`src/rtl/ser_demux_pkg.sv`:
```
// ============================================================================
// Module   : ser_demux_pkg
// Purpose  : Shared state encoding and helpers for the serial frame demux.
// Revision : 1.0 - initial release
// ============================================================================
`default_nettype none

package ser_demux_pkg;

    typedef enum logic [2:0] {
        ST_IDLE = 3'd0,
        ST_PORT = 3'd1,
        ST_LEN  = 3'd2,
        ST_TX   = 3'd3,
        ST_PAR  = 3'd4,
        ST_DONE = 3'd5
    } state_t;

    function automatic int max_int(input int a, input int b);
        return (a > b) ? a : b;
    endfunction

endpackage

`default_nettype wire

```
`src/rtl/ser_demux_shreg.sv`:
```
// ============================================================================
// Module   : ser_demux_shreg
// Purpose  : Generic MSB-first shift register with enable and clear; also
//            exposes the value it would take on the next shift.
// Revision : 1.0 - initial release
// ============================================================================
`default_nettype none

module ser_demux_shreg #(
    parameter int WIDTH = 4
) (
    input  logic             clk,
    input  logic             rst_n,
    input  logic             clr,
    input  logic             en,
    input  logic             din,
    output logic [WIDTH-1:0] q,
    output logic [WIDTH-1:0] q_next
);

    logic [WIDTH-1:0] r_q;

    generate
        if (WIDTH == 1) begin : g_w1
            assign q_next = din;
        end else begin : g_wn
            assign q_next = {r_q[WIDTH-2:0], din};
        end
    endgenerate

    always_ff @(posedge clk or negedge rst_n) begin
        if (!rst_n) begin
            r_q <= '0;
        end else if (clr) begin
            r_q <= '0;
        end else if (en) begin
            r_q <= q_next;
        end
    end

    assign q = r_q;

endmodule

`default_nettype wire

```
`src/rtl/ser_demux_gen.sv`:
```
// ============================================================================
// Module   : ser_demux_gen
// Purpose  : Serial frame demultiplexer: start bit, address, length, payload
//            routed to one of NUM_CH lanes. Optional trailing even-parity bit
//            when SER_DEMUX_PARITY_EN is defined.
// Revision : 1.0 - initial release
// ============================================================================
`default_nettype none

module ser_demux_gen
    import ser_demux_pkg::*;
#(
    parameter int PORT_W = 2,
    parameter int NUM_CH = 4,
    parameter int LEN_W  = 4
) (
    input  logic              clk,
    input  logic              rst_n,
    input  logic              clk_en,
    input  logic              ser_in,
    output logic [NUM_CH-1:0] ser_out,
    output logic [NUM_CH-1:0] ser_valid,
    output logic [PORT_W-1:0] port_q,
    output logic [LEN_W-1:0]  len_q,
    output logic              busy,
    output logic              done,
    output logic              frame_err
);

    localparam int                c_cnt_w     = max_int(PORT_W, LEN_W);
    localparam logic [c_cnt_w-1:0] c_port_last = c_cnt_w'(PORT_W - 1);
    localparam logic [c_cnt_w-1:0] c_len_last  = c_cnt_w'(LEN_W - 1);
    localparam logic [c_cnt_w-1:0] c_cnt_one   = c_cnt_w'(1);
    localparam logic [LEN_W-1:0]   c_dat_one   = LEN_W'(1);
    localparam logic [PORT_W:0]    c_num_ch    = (PORT_W + 1)'(NUM_CH);
`ifdef SER_DEMUX_PARITY_EN
    localparam state_t             c_after_tx  = ST_PAR;
`else
    localparam state_t             c_after_tx  = ST_DONE;
`endif

    state_t             r_state;
    state_t             w_state_next;
    logic [c_cnt_w-1:0] r_bit_cnt;
    logic [LEN_W-1:0]   r_dat_cnt;
    logic               r_err;

    logic [PORT_W-1:0]  w_port_next;
    logic [LEN_W-1:0]   w_len_next;
    logic               w_port_en;
    logic               w_len_en;
    logic               w_cnt_clr;
    logic               w_cnt_inc;
    logic               w_dat_load;
    logic               w_dat_dec;
    logic               w_frame_start;
    logic               w_addr_bad;
`ifdef SER_DEMUX_PARITY_EN
    logic               r_par;
    logic               w_par_bad;
`endif

    ser_demux_shreg #(.WIDTH(PORT_W)) u_port_sr (
        .clk    (clk),
        .rst_n  (rst_n),
        .clr    (1'b0),
        .en     (w_port_en),
        .din    (ser_in),
        .q      (port_q),
        .q_next (w_port_next)
    );

    ser_demux_shreg #(.WIDTH(LEN_W)) u_len_sr (
        .clk    (clk),
        .rst_n  (rst_n),
        .clr    (1'b0),
        .en     (w_len_en),
        .din    (ser_in),
        .q      (len_q),
        .q_next (w_len_next)
    );

    always_ff @(posedge clk or negedge rst_n) begin
        if (!rst_n) begin
            r_state <= ST_IDLE;
        end else begin
            r_state <= w_state_next;
        end
    end

    always_comb begin
        w_state_next  = r_state;
        w_port_en     = 1'b0;
        w_len_en      = 1'b0;
        w_cnt_clr     = 1'b0;
        w_cnt_inc     = 1'b0;
        w_dat_load    = 1'b0;
        w_dat_dec     = 1'b0;
        w_frame_start = 1'b0;
        w_addr_bad    = 1'b0;
`ifdef SER_DEMUX_PARITY_EN
        w_par_bad     = 1'b0;
`endif
        if (clk_en) begin
            unique case (r_state)
                ST_IDLE: begin
                    if (!ser_in) begin
                        w_state_next  = ST_PORT;
                        w_frame_start = 1'b1;
                        w_cnt_clr     = 1'b1;
                    end
                end
                ST_PORT: begin
                    w_port_en = 1'b1;
                    if (r_bit_cnt == c_port_last) begin
                        w_state_next = ST_LEN;
                        w_cnt_clr    = 1'b1;
                        // Judge the address as assembled including this bit
                        w_addr_bad   = ({1'b0, w_port_next} >= c_num_ch);
                    end else begin
                        w_cnt_inc = 1'b1;
                    end
                end
                ST_LEN: begin
                    w_len_en = 1'b1;
                    if (r_bit_cnt == c_len_last) begin
                        w_dat_load = 1'b1;
                        w_cnt_clr  = 1'b1;
                        w_state_next = (w_len_next != '0) ? ST_TX : c_after_tx;
                    end else begin
                        w_cnt_inc = 1'b1;
                    end
                end
                ST_TX: begin
                    w_dat_dec = 1'b1;
                    if (r_dat_cnt == c_dat_one) begin
                        w_state_next = c_after_tx;
                    end
                end
`ifdef SER_DEMUX_PARITY_EN
                ST_PAR: begin
                    w_par_bad    = r_par ^ ser_in;
                    w_state_next = ST_DONE;
                end
`endif
                ST_DONE: begin
                    if (!ser_in) begin
                        w_state_next  = ST_PORT;
                        w_frame_start = 1'b1;
                        w_cnt_clr     = 1'b1;
                    end else begin
                        w_state_next = ST_IDLE;
                    end
                end
                default: w_state_next = ST_IDLE;
            endcase
        end
    end

    always_ff @(posedge clk or negedge rst_n) begin
        if (!rst_n) begin
            r_bit_cnt <= '0;
            r_dat_cnt <= '0;
            r_err     <= 1'b0;
        end else begin
            if (w_cnt_clr) begin
                r_bit_cnt <= '0;
            end else if (w_cnt_inc) begin
                r_bit_cnt <= r_bit_cnt + c_cnt_one;
            end

            if (w_dat_load) begin
                r_dat_cnt <= w_len_next;
            end else if (w_dat_dec) begin
                r_dat_cnt <= r_dat_cnt - c_dat_one;
            end

            if (w_frame_start) begin
                r_err <= 1'b0;
`ifdef SER_DEMUX_PARITY_EN
            end else if (w_addr_bad || w_par_bad) begin
`else
            end else if (w_addr_bad) begin
`endif
                r_err <= 1'b1;
            end
        end
    end

`ifdef SER_DEMUX_PARITY_EN
    // Running XOR of address, length and payload bits
    always_ff @(posedge clk or negedge rst_n) begin
        if (!rst_n) begin
            r_par <= 1'b0;
        end else if (w_frame_start) begin
            r_par <= 1'b0;
        end else if (w_port_en || w_len_en || w_dat_dec) begin
            r_par <= r_par ^ ser_in;
        end
    end
`endif

    // An out-of-range address matches no lane, so it never asserts valid
    generate
        for (genvar i = 0; i < NUM_CH; i++) begin : g_lane
            localparam logic [PORT_W-1:0] c_lane = PORT_W'(i);
            assign ser_valid[i] = (r_state == ST_TX) && (port_q == c_lane);
            assign ser_out[i]   = ser_valid[i] & ser_in;
        end
    endgenerate

    assign busy      = (r_state != ST_IDLE);
    assign done      = (r_state == ST_DONE);
    assign frame_err = done & r_err;

endmodule

`default_nettype wire

```
`config.mk`:
```
export PLATFORM = sky130hd
export DESIGN_NAME = ser_demux_gen
export DESIGN_NICKNAME = d
export VERILOG_FILES = /design/src/rtl/ser_demux_pkg.sv /design/src/rtl/ser_demux_shreg.sv /design/src/rtl/ser_demux_gen.sv
export SDC_FILE = /design/constraint.sdc
export NUM_CORES = 1
export LEC_CHECK = 0
export BUFFER_PORTS_ARGS = -buffer_cell sky130_fd_sc_hd__buf_2
export CAP_MARGIN = 40
export CORE_MARGIN = 1.5
export CORE_UTILIZATION = 56
export CTS_BUF_LIST = sky130_fd_sc_hd__clkbuf_4
export DETAILED_ROUTE_END_ITERATION = 10
export PLACE_DENSITY = 0.86
export SLEW_MARGIN = 20
export SYNTH_ARGS = -nofsm -noshare
export SYNTH_HDL_FRONTEND = slang
export SYNTH_SLANG_ARGS = --single-unit
export TNS_END_PERCENT = 20
```
`constraint.sdc`:
```
create_clock -name clk -period 4.1 [get_ports clk]
set_input_delay 1.025 -clock clk [delete_from_list [all_inputs] [get_ports clk]]
set_output_delay 1.025 -clock clk [all_outputs]
set_load 0.03 [all_outputs]
```
# Yosys cells after proc, flatten, opt, wreduce, memory -nomap -nowiden
# Cells that the tools add are included.
[word_totals]
reg_bits = 18
input_bits = 4
output_inout_bits = 17
wordCells = 70
[classes]
add_sub_neg = 2
n_eq_ne = 14
mux = 31
bitwise = 5
reduce_logical = 12
[ops]
columns = ["operator", "count"]
rows = [
  ["$mux W1", 19],
  ["$mux W4", 4],
  ["$mux W3", 5],
  ["$pmux W3 S5", 1],
  ["$eq A4 B1 Y1 const B", 2],
  ["$ne A2 B2 Y1 const B", 4],
  ["$eq A3 B2 Y1 const B", 2],
  ["$and A1 B1 Y1", 5],
  ["$reduce_and A5 Y1", 1],
  ["$add A4 B1 Y4 const B", 1],
  ["$eq A2 B2 Y1 const B", 2],
  ["$eq A4 B2 Y1 const B", 1],
  ["$logic_and A1 B1 Y1", 4],
  ["$reduce_bool A2 Y1", 2],
  ["$reduce_bool A4 Y1", 1],
  ["$sub A4 B1 Y4 const B", 1],
  ["$eq A3 B1 Y1 const B", 1],
  ["$eq A3 B3 Y1 const B", 1],
  ["$logic_not A3 Y1", 1],
  ["$pmux W1 S3", 1],
  ["$reduce_bool A3 Y1", 1],
  ["$eq A2 B1 Y1 const B", 1],
  ["$logic_not A2 Y1", 1],
  ["$pmux W1 S2", 1],
  ["$reduce_or A2 Y1", 1],
]

# Logic depth before layout (Yosys ltp)
# Gate-level depths: netlist of the first run.
[logic_depth]
ltp_word = 6
depth_mapped = 6
mapped_depth_nobuf = 6

# Cells and area by module
# A second synthesis of the first run with hierarchy kept.
[hier_totals]
hier_cells = 129
hier_area_um2 = 1164.9
[by_module_without_submodules]
columns = ["mod", "n_inst", "cells_per_inst", "area_per_inst_um2", "seq_area_each_um2"]
rows = [
  ["ser_demux_gen", 1, 104, 882.1, 275.3],
  ["ser_demux_shreg (u_len_sr)", 1, 17, 190.2, 100.1],
  ["ser_demux_shreg (u_port_sr)", 1, 8, 92.6, 50.0],
]

# Least setup slack after synthesis of the first run
# OpenSTA, ideal clock, no wires.
[synth_timing]
path_kind = "input to output"
from = "input port ser_in"
to = "output port ser_out[1]"
t_arrival_ns = 1.742
required_ns = 3.075
setup_slack_ns = 1.333
cell_stages = 2
n_path_buf = 0
cell_sequence = "nand2_1 -> nor3_1"
[synth_via]
elab_chain_len = 1
[synth_rtl]
columns = ["item", "line", "text"]
rows = [
  ["from (decl)", "ser_demux_gen.sv:20", "input logic ser_in,"],
  ["$and A1 B1 Y1", "ser_demux_gen.sv:208", "assign ser_out[i] = ser_valid[i] & ser_in;"],
  ["to (decl)", "ser_demux_gen.sv:21", "output logic [NUM_CH-1:0] ser_out,"],
]
# Every way passes these cells.

# Final worst setup path of the first run
[layout_timing]
from = "register r_state[0]"
to = "output port ser_out[0]"
[layout_via]
elab_chain_len = 3
[layout_rtl]
columns = ["item", "line", "text"]
rows = [
  ["from (decl)", "ser_demux_gen.sv:42", "state_t r_state;"],
  ["from (signal assigned)", "ser_demux_gen.sv:87", "r_state <= w_state_next;"],
  ["$eq A3 B2 Y1", "ser_demux_gen.sv:207", "assign ser_valid[i] = (r_state == ST_TX) && (port_q == c_lane);"],
  ["$logic_and A1 B1 Y1", "ser_demux_gen.sv:207", ""],
  ["$and A1 B1 Y1", "ser_demux_gen.sv:208", ""],
]
# Every way passes these cells.

==> results.md, run 1 <==
Outcome:
- The flow ran to the end, and the final reports show no timing, DRC or antenna violations.

CTS:
- In this run the number of H-tree levels came out at 1.
- The clock tree from TritonCTS is done.
- In this run, post-CTS repair resized a total of 0 instances.
- The clock passes through at most 2 buffers.
- The total of hold buffers inserted after clock tree synthesis is 0.
- The number of clock buffers added by TritonCTS is 3.
- The post-CTS clock slew at the launch and capture registers of the worst setup and hold paths is approximately 0.1 ns.
- In this run the post-CTS setup repair buffer count came out at 0.
- The clock insertion delay at the later pin of the skew report is 0.30 ns.
- The clock sink count is 17.
- Clock tree synthesis selected as its root buffer the cell clkbuf_4.

Drt:
- The number of violations reported at the end of detailed-routing iteration 0 is 30.
- The via count normalized by instance count is roughly 6.0.
- The remaining antenna violation count after routing is 0.
- The routed layout has slightly below 1,000 vias.
- In the final routed layout, each cell accounts on average for 14.5 um.
- The DRC violation count after routing is 0.
- The total wire length is 2310 um.
- The first TritonRoute pass finished after 4 iterations.

GRT:
- The overflow left after global routing is 0.
- The number of antenna violations at the first check in global routing is 0.
- In the global route stage, met1 resource usage came out at just under 30%.
- Across every metal layer, demand over resource in global routing totals between 20% and 30%.
- The via count of the first global-routing pass was about 830.
- The met3 usage in global routing is under 10%.
- met2 is the most crowded layer.
- The pin count of the biggest net entering global routing is 18.
- The first global-routing pass estimated 3630 um of wire.
- The met2 capacity usage during global routing is 41.1%.

Floorplan:
- The chip height is 46.6 um.
- The die covers between 2000 and 2500 um^2.
- The region available for standard cell placement spans about 1800 um^2.
- The number of placed I/O pins is 21.
- The effective utilization at floorplan is 60.4%.
- In this run the core area contains 15 standard-cell rows.
- The die outline width is ~47 um.

STA:
- Across all hold checks on the routed design, the worst slack comes to ~0.53 ns.
- The final critical path takes up between 60% and 70% of the cycle.
- The number of pins exceeding their max-slew limit in the final report was 0.
- Setup violations remaining at the end of the flow were counted as 0.
- The number of failing hold endpoints at the final stage is 0.
- For this run, the top clock speed supported by timing is 365 MHz.
- For the final database, setup skew stands at about 0.0011 ns.
- The summed negative setup slack over all endpoints is 0 ns.
- The post-route worst setup slack is approximately 1.4 ns.
- The worst path in the final design needs a cycle of between 2 and 3 ns, including I/O delays and setup.
- Setup repair after global routing left no endpoint under its margin.

Synthesis:
- The most used flip-flop cell after synthesis is dfrtp_1.
- The fraction of registers with async set or reset after synthesis is 100%.
- The total standard cell area after synthesis is about 1100 um^2.
- A synthesized cell averages about 9 um^2.
- The count of distinct cell types in the synthesized netlist is 40.
- The number of instances in the synthesized netlist is around 120.
- Counting flops with a built-in enable in the synthesized netlist gives 0.
- The count of state elements after synthesis is 17.
- The sequential share of the synthesized area is between 30% and 40%.
- The total nets after synthesis is approximately 130.
- The synthesis warning total is 0.

Pwr:
- The total power divided by cell area is roughly 800 nW/um^2.
- The analysis attributes to cell leakage a power of approximately 0.55 nW.
- Net switching is roughly half of the power.
- In this run, flip-flops and latches consume 38.2% of the power.
- The relative contribution of combinational cells to total power is 52.2%.
- The maximum ir drop on the vdd rail is around 0.4 mV.
- The internal power summed over all cells is approximately 480 uW.
- The switching power is between 400 and 500 uW.
- The clock network fraction of design power is 9.6%.
- The total power after layout is 969 uW.

Worst setup path:
- Counting both buffers and inverters, the worst setup path holds a total of 1.
- STA classifies the critical path startpoint as a flop.
- The capturing element type of the critical path is an output port.
- The standard cell with the maximum stage delay on the critical path is dfrtp_1.
- The class of the most critical setup path is flop to output port.
- The maximum fanout count along the critical path is 17.
- The data required time of the critical path is between 3 and 4 ns.
- The family with the most delay on the worst path is flip-flops.
- The data arrival time of the critical path is between 1.5 and 2 ns.
- The stage delay of the slowest cell on the critical path is 0.63 ns.
- The signal on the critical path passes through nand3b_1 > nor3_1 > buf_2.

Place:
- The pre-CTS worst setup slack is about 1.4 ns.
- The wire-length estimate of the detail-placed layout is 1650 um.
- Input and output buffers added on the ports amount to 19.
- The final RePlAce weighted congestion is approximately 0.9.

Finish:
- 0 antenna diodes ended up in the layout.
- Cells with a size suffix above 1 make up 23.0% of the layout.
- At the end of the flow the core is filled with cells to approximately 68%.
- From synthesis to final layout, the design area changed by 12.0%.
- The number of nets in the final layout is between 100 and 150.

Min path:
- The class of the most critical hold timing path is flop to flop.

Job:
- The total of max-cap violations is 0.
==> flip-flops by register name, summed over array words and instances (netlist names) <==
| register | count |
|---|---|
| r_bit_cnt | 4 |
| u_len_sr.q | 4 |
| r_dat_cnt | 4 |
| u_port_sr.q | 2 |
| r_state | 3 |
==> worst paths after layout <==
kind                                                from                       end  slack (ns)  depth (start not counted)
max in group asynchronous                          rst_n  r_bit_cnt[3]$_DFFE_PN0P_        3.21                          1
worst max register to register    r_state[0]$_DFFE_PN0P_  r_bit_cnt[1]$_DFFE_PN0P_        2.09                          4
worst min-delay path            r_dat_cnt[2]$_DFFE_PN0P_  r_dat_cnt[2]$_DFFE_PN0P_        0.53                          1
worst min register to register  r_dat_cnt[2]$_DFFE_PN0P_  r_dat_cnt[2]$_DFFE_PN0P_        0.53                          1
worst max-delay path              r_state[0]$_DFFE_PN0P_                ser_out[0]        1.36                          3
min in group asynchronous                          rst_n  r_dat_cnt[3]$_DFFE_PN0P_        0.62                          1
==> cells in the mapped netlist (all sizes together) (3+ instances only) <==
cell type	n	area, um^2
clkbuf	3	11.3
o21ai	7	35.0
inv	7	26.3
buf	3	20.0
nor3b	6	50.1
dfrtp	17	425
nor2	7	26.3
a21oi	6	30.0
nor3	7	35.0
mux2	5	56.3
or3	5	31.3
ha	4	50.1
nand2	10	37.5
==> per-stage QoR <==
step | cell area, um^2 | instances
after floorplan | 1060 | 117
after global routing | 1190 | 160
after detailed placement | 1160 | 155
after CTS | 1190 | 159
final | 1190 | 160
after global placement | 1160 | 155
==> cells in the final DEF, fill, tap and decap left out, drive strengths merged, types with 4 or more instances in the layout <==
master	Yosys	layout
a21oi	6	6
buf	3	19
clkbuf	3	4
dfrtp	17	17
ha	4	4
inv	7	7
mux2	5	5
nand2	10	10
nor2	7	7
nor3	7	7
nor3b	6	6
o21ai	7	7
or3	5	5
==> power groups by stage <==
stage | sequential (mW) | combinational [mW] | clock (mW)
finish | 0.370 | 0.505 | 0.0935
global route | 0.387 | 0.559 | 0.104
CTS | 0.366 | 0.501 | 0.0960
detailed placement | 0.370 | 0.496 | 0
global placement | 0.363 | 0.478 | 0
floorplan | 0.376 | 0.367 | 0
==> routing by layer <==
metal / routed length [um] / share of wire (%) / vias up
met2: 1160 / 50 / 37
met4: 59 / 2.5 / 0
met1: 1000 / 43 / 458
met5: 0 / 0 / -
met3: 96 / 4.1 / 7
li1: - / - / 464
==> layout make-up <==
type | instances | area (um^2)
Multi-Input combinational cell | 87 | 582
Fill cell | 152 | 572
Sequential cell | 17 | 425
Timing Repair Buffer | 20 | 100
Tap cell | 25 | 31.3
Inverter | 7 | 26.3
Clock buffer | 3 | 22.5
Clock inverter | 1 | 5.00
==> cell families after synthesis <==
group,count (synthesis),share of synthesized area [%]
AO/OA/AOI/OAI,28,17.5
XOR/XNOR,2,1.65
adder cells (fa/ha/maj),4,4.70
buffers and inverters,13,5.40
flip-flops,17,40.0
multiplexers,5,5.29
other,1,0.352
AND/OR/NAND/NOR,47,25.2
Power figures use the tool's default switching activity.
==> run 2, diff against run 1 <==
- CORE_UTILIZATION: 56 -> 51
- PLACE_DENSITY: 0.86 -> 0.83
- clock period: 4.1 -> 2.5 ns (I/O delays scaled with it)
==> results.md, run 2 (synthesized netlist as in run 1, its figures left out) <==
CTS:
- Clock tree synthesis selected as its root buffer the cell clkbuf_4.
- The clock insertion delay at the later pin of the skew report is around 0.29 ns.
- The clock buffer count from CTS is 3.
- Buffers inserted to repair hold after CTS numbered 0.
- Buffers added to address setup during post-CTS repair amount to 0.
- The post-CTS clock slew at the launch and capture registers of the worst setup and hold paths is around 0.10 ns.
- TritonCTS built the clock tree.
- In this run the number of H-tree levels came out at 1.
- Post-CTS repair changed the size of 0 cells.
- The clock sink count is 17.
- The buffer levels on the longest clock path is 2.

Pwr:
- In this run, the combinational gates consume 52.1% of the power.
- The analysis attributes to net switching a power of around 800 uW.
- The internal power summed over all cells is between 700 and 800 uW.
- The clock network burns a little under a tenth of the power.
- In this run switching power makes up 50.2% of total power.
- The fraction of power consumed by sequential logic is between 30% and 40%.
- IR analysis of the VDD net gives a maximum drop of around 0.85 mV.
- In this run the power density over the cells is between 1000 and 1500 nW/um^2.
- The total leakage power is about 0.55 nW.
- The total power after layout is ~1.6 mW.

Place:
- Detailed placement finished with a half-perimeter wire length of around 1700 um.
- The final RePlAce weighted congestion is 0.856.
- In this run the tool buffered the top-level ports with 19 buffer cells.
- The placed cell area is about 1200 um^2.

Worst setup path:
- STA puts the critical path data arrival time at 1.68 ns.
- STA classifies the critical path endpoint as an output port.
- The stage delay of the slowest cell on the critical path is 0.63 ns.
- The worst setup path is of the flop to output port kind.
- The data required time of the critical path is 1.88 ns.
- The maximum fanout count along the critical path is 17.
- The standard cell with the maximum stage delay on the critical path is dfrtp_1.
- Walking the worst path, the cells encountered are and3b_1 > nand2_1 > nor2_1 > buf_2.
- The worst setup path is launched from a flop.

Drt:
- The detailed router put a total of 1040 um of wire on met1.
- In the routed layout, each cell is associated on average with a via count of 6.13.
- The routed design has 2390 um of wire.
- Wire segments on met2 add up to 1050 um in the final route.
- The per-cell routed wire length is 14.7 um.
- For this run, design rule violations remaining after detail routing come to 0.
- The total met3 wirelength after detailed routing is between 200 and 250 um.
- The detailed router finished its first iteration with 25 violations.
- The count of nets left with antenna violations once routing finished came out at 0.
- The first detailed-routing pass ran for 4 iterations.
- Summing over every cut layer, the via total after detailed routing is approximately 990.
- The top routing layer in use is met4.

Finish:
- For this run, the share of the core covered by cells in the final layout is 61.0%.
- In the layout the commonest cells are buf_2 (19), dfrtp_1 (17), nand2_1 (10).
- The ratio of cells with drive above 1 in the final layout is 23.0%.
- The most frequent standard cell in the layout excluding fill and tap cells is buf_2.
- In the final design database the tool counted between 100 and 150 nets.
- Compared with the post-synthesis result, the final layout area differs by 12.5%.
- The antenna diode instance count is 0.
- After routing the design area is roughly 1200 um^2.

Floorplan:
- The effective utilization at floorplan is 54.3%.
- The die outline width is just under 50 um.
- The number of placed I/O pins is 21.
- The chip height is just under 50 um.
- The die covers 2370 um^2.
- The standard-cell row count is 16.
- The core region is just under 2000 um^2.

GRT:
- The pin count of the biggest net entering global routing is 18.
- Global routing finished with a remaining overflow of 0.
- The number of antenna violations at the first check in global routing is 0.
- The first global-routing pass estimated between 4000 and 5000 um of wire.
- Across every metal layer, demand over resource in global routing totals between 20% and 30%.
- The via count of the first global-routing pass is about 880.

STA:
- The clock arrives with approximately 0.0011 ns of skew.
- The summed negative setup slack over all endpoints is 0 ns.
- The number of failing setup endpoints in the final timing report is 0.
- The final worst-path cycle share is 92.1%.
- The clock period could shrink to about 2.3 ns.
- Setup repair after global routing left no endpoint under its margin.
- The number of failing hold endpoints at the final stage is 0.
- The number of pins exceeding their max-slew limit in the final report was 0.
- The peak clock frequency supported by timing is approximately 430 MHz.

Min path:
- The class of the most critical hold timing path is input port to asynchronous set/reset pin.

Outcome:
- The run finished with clean final reports.

Job:
- Max-cap violations in this run came to 0.
[run 2: cell count changes in the layout (fill, tap and decap cells not counted)]
cell      before  now
buf_4          0    1
clkbuf_2       1    0
[run 2: critical path: cells and delay by family (launching register included)]
kind	cells	cell delay (ns)
DFF	1	0.63
and+or+nand+nor	3	0.56
buffers and inverters	1	0.21
[run 2: per-layer routing]
layer / vias up / GRT usage, %
li1: 470 / -
met1: 454 / 28.9
met2: 57 / 32.2
met3: 12 / 4.94
met4: 0 / 11.9
met5: - / 0
[run 2: layout make-up]
class | instances | area [um^2]
sequential | 17 | 425
multi-input combinational | 87 | 582
fill | 185 | 764
timing repair buffer | 20 | 103
clock buffer | 3 | 22.5
tap | 27 | 33.8
inverter | 7 | 26.3
clock inverter | 1 | 5.00
[run 2: path summary, 6_finish.rpt]
check,from,to,slack (ns),cells after the start
worst max-delay path,r_state[0]$_DFFE_PN0P_,ser_out[2],0.20,4
worst min-delay path,rst_n,u_port_sr.q[1]$_DFFE_PN0P_,0.23,1
worst max register to register,r_state[0]$_DFFE_PN0P_,r_bit_cnt[1]$_DFFE_PN0P_,0.55,4
worst min register to register,u_len_sr.q[3]$_DFFE_PN0P_,u_len_sr.q[3]$_DFFE_PN0P_,0.53,1
max in group asynchronous,rst_n,r_state[1]$_DFFE_PN0P_,2.00,1
min in group clk,u_len_sr.q[3]$_DFFE_PN0P_,u_len_sr.q[3]$_DFFE_PN0P_,0.53,1
[run 2: power by group through the flow]
| stage | sequential [mW] | combinational (mW) | clock (mW) |
|---|---|---|---|
| after floorplan | 0.616 | 0.603 | 0 |
| after global placement | 0.594 | 0.787 | 0 |
| after detailed placement | 0.611 | 0.816 | 0 |
| after CTS | 0.606 | 0.826 | 0.150 |
| after global routing | 0.639 | 0.914 | 0.168 |
| final | 0.613 | 0.827 | 0.147 |
[run 2: per-stage QoR]
stage	instances	setup WS, ns	hold WS, ns
floorplan	117	0.335	0.329
global placement	158	0.619	0.488
detailed placement	158	0.535	0.504
CTS	162	0.201	0.253
global route	162	0.0114	0.254
finish	162	0.198	0.235
==> run 3, diff against run 2 <==
- PLACE_DENSITY: 0.83 -> 0.85
==> results.md, run 3 (synthesized netlist as in run 1, its figures left out) <==
GRT:
- The via count of the first global-routing pass is between 800 and 900.
- The overflow left after global routing is 0.
- For this run, the total global-route usage over all layers was measured as between 20 and 25%.
- The global-route wire length before repair is just under 4000 um.
- The number of antenna violations at the first check in global routing came to 0.
- Entering global routing, the biggest net connects 18 pins.

STA:
- After layout, the worst path uses 92.4% of the clock period.
- The number of failing setup endpoints in the final timing report is 0.
- Timing would allow up to approximately 430 MHz.
- Setup total negative slack on the finished layout was measured at 0 ns.
- The number of pins exceeding their max-slew limit in the final report is 0.
- On the final layout, the worst hold slack is 0.238 ns.
- Setup repair after global routing left no endpoint under its margin.
- The worst clock skew is between 0.001 and 0.0015 ns.
- The number of failing hold endpoints at the final stage is 0.
- The minimum period implied by the final worst setup slack is roughly 2.3 ns.

Floorplan:
- The effective utilization at floorplan is between 50 and 60%.
- The die outline width is slightly below 50 um.
- Measured along the y axis, the die boundary spans about 50 um.
- The number of placed I/O pins is 21.
- The area of the core is 1960 um^2.
- In this run the core area contains 16 standard-cell rows.
- The die area is between 2000 and 2500 um^2.

Worst setup path:
- STA classifies the critical path startpoint as a flop.
- The data required time of the critical path is around 1.9 ns.
- In this design, the stage delay of the slowest critical-path cell is just over 0.6 ns.
- At the worst endpoint, the arrival time is ~1.7 ns.
- The worst setup path startpoint is r_state[0]$_DFFE_PN0P_.
- The family with the most delay on the worst path is flip-flops.
- The standard cell with the maximum stage delay on the critical path is dfrtp_1.
- Along the worst path, the maximum fanout reaches 17.
- Traced cell by cell, the critical path runs through nand3b_1 > nor3_1 > buf_2.
- Counting both buffers and inverters, the worst setup path holds a total of 1.
- The critical register-to-register path startpoint is r_state[0]$_DFFE_PN0P_.
- The worst setup path is captured at an output port.
- The setup path with the least slack is of type flop to output port.

Place:
- The final RePlAce weighted congestion is 0.850.
- The placed cell area is roughly 1200 um^2.
- Summed over all nets, the half-perimeter wirelength after detailed placement is 1630 um.
- In this run, placement finished with an instance count of 158.
- The count of buffers inserted at the top-level ports is 19.

CTS:
- The clock insertion delay at the later pin of the skew report is 0.29 ns.
- The number of H-tree levels is 1.
- The buffer levels on the longest clock path is 2.
- The number of post-CTS setup repair buffers is 0.
- The clock tree from TritonCTS is done.
- The clock tree root driver cell is clkbuf_4.
- The total of hold buffers inserted after clock tree synthesis is 0.
- The number of gates resized after CTS was 0.
- The clock sink count is 17.
- The clock buffer count from CTS is 3.
- The post-CTS clock slew at the launch and capture registers of the worst setup and hold paths is 0.10 ns.

Finish:
- The antenna diode instance count is 0.
- The library cells used most frequently in the layout, excluding fill and tap cells, are buf_2 (19), dfrtp_1 (17), nand2_1 (10).
- The cell area after layout is roughly 1200 um^2.
- The most frequent standard cell in the layout excluding fill and tap cells is buf_2.
- The number of nets in the final layout is ~140.
- The ratio of cells with drive above 1 in the final layout is a little under a quarter.
- The layout overhead on the synthesized area is 12.7%.
- Once layout is complete, the cells apart from fillers number roughly 160.

Drt:
- The detail route stage leaves a number of antenna-violating nets equal to 0.
- For this block, the routed nets add up to 2210 um of wire.
- The first routing iteration left 10 violations.
- After detailed routing, the number of remaining DRC violations is 0.
- The via count is between 900 and 1,000.
- Dividing the detail-routed wire length by the instance count gives between 10 and 15 um.
- The first detailed-routing pass ran for 4 iterations.
- The via count normalized by instance count is 5.86.

Outcome:
- The flow ran to the end, and the final reports show no timing, DRC or antenna violations.

Pwr:
- Across the VDD grid, the largest voltage drop is about 0.70 mV.
- The total leakage power is 0.547 nW.
- The total power divided by cell area is around 1300 nW/um^2.
- The total power after layout is ~1.6 mW.

Min path:
- The path class of the tightest hold or removal check is input port to asynchronous set/reset pin.

Job:
- Across the run, the number of max-cap violations was 0.
==> run 3: cell types whose count changed in the layout (fill, tap and decap cells not counted) <==
cell	change
clkbuf_4	+1
clkinv_2	-1
==> run 3: layout make-up <==
| class | count | area, um^2 |
|---|---|---|
| Tap cell | 27 | 33.8 |
| Fill cell | 183 | 762 |
| Clock buffer | 4 | 30.0 |
| Multi-Input combinational cell | 87 | 582 |
| Inverter | 7 | 26.3 |
| Timing Repair Buffer | 20 | 103 |
| Sequential cell | 17 | 425 |
==> run 3: per-stage QoR <==
stage          utilization, %  setup WS (ns)
2_1_floorplan               -          0.335
3_3_place_gp             59.6          0.640
3_5_place_dp             59.6          0.520
4_1_cts                  61.2          0.180
5_1_grt                  61.2        0.00880
6_report                 61.2          0.191
==> run 3: final timing paths <==
| check | to | slack [ns] | cells past startpoint |
|---|---|---|---|
| max in group asynchronous | r_state[1]$_DFFE_PN0P_ | 1.98 | 1 |
| min in group clk | u_len_sr.q[3]$_DFFE_PN0P_ | 0.51 | 1 |
| worst max-delay path | ser_out[1] | 0.19 | 3 |
| worst min-delay path | u_len_sr.q[3]$_DFFE_PN0P_ | 0.24 | 1 |
| worst max register to register | r_bit_cnt[1]$_DFFE_PN0P_ | 0.55 | 4 |
| worst min register to register | u_len_sr.q[3]$_DFFE_PN0P_ | 0.51 | 1 |
==> run 3: power by group <==
| group | internal, mW | total, mW | switching (mW) |
|---|---|---|---|
| logic | 0.329 | 0.810 | 0.481 |
| registers | 0.402 | 0.601 | 0.199 |
| clock network | 0.0731 | 0.161 | 0.0881 |
==> run 3: metal layers <==
layer | up-vias | part of all wire [%] | wire length, um | global-route usage [%]
li1 | 467 | - | - | -
met1 | 453 | 46 | 1010 | 28.5
met2 | 24 | 48 | 1060 | 34.0
met3 | 5 | 4.3 | 95 | 4.01
met4 | 0 | 2.4 | 53 | 11.4
met5 | - | 0 | 0 | 0
==> run 3: worst reg2reg max path, cell delays in order (launching register included) <==
cell and delay [ns]:
dfrtp_1 0.54, or3b_2 0.54, o22ai_1 0.37, a21oi_1 0.12, a311oi_1 0.28
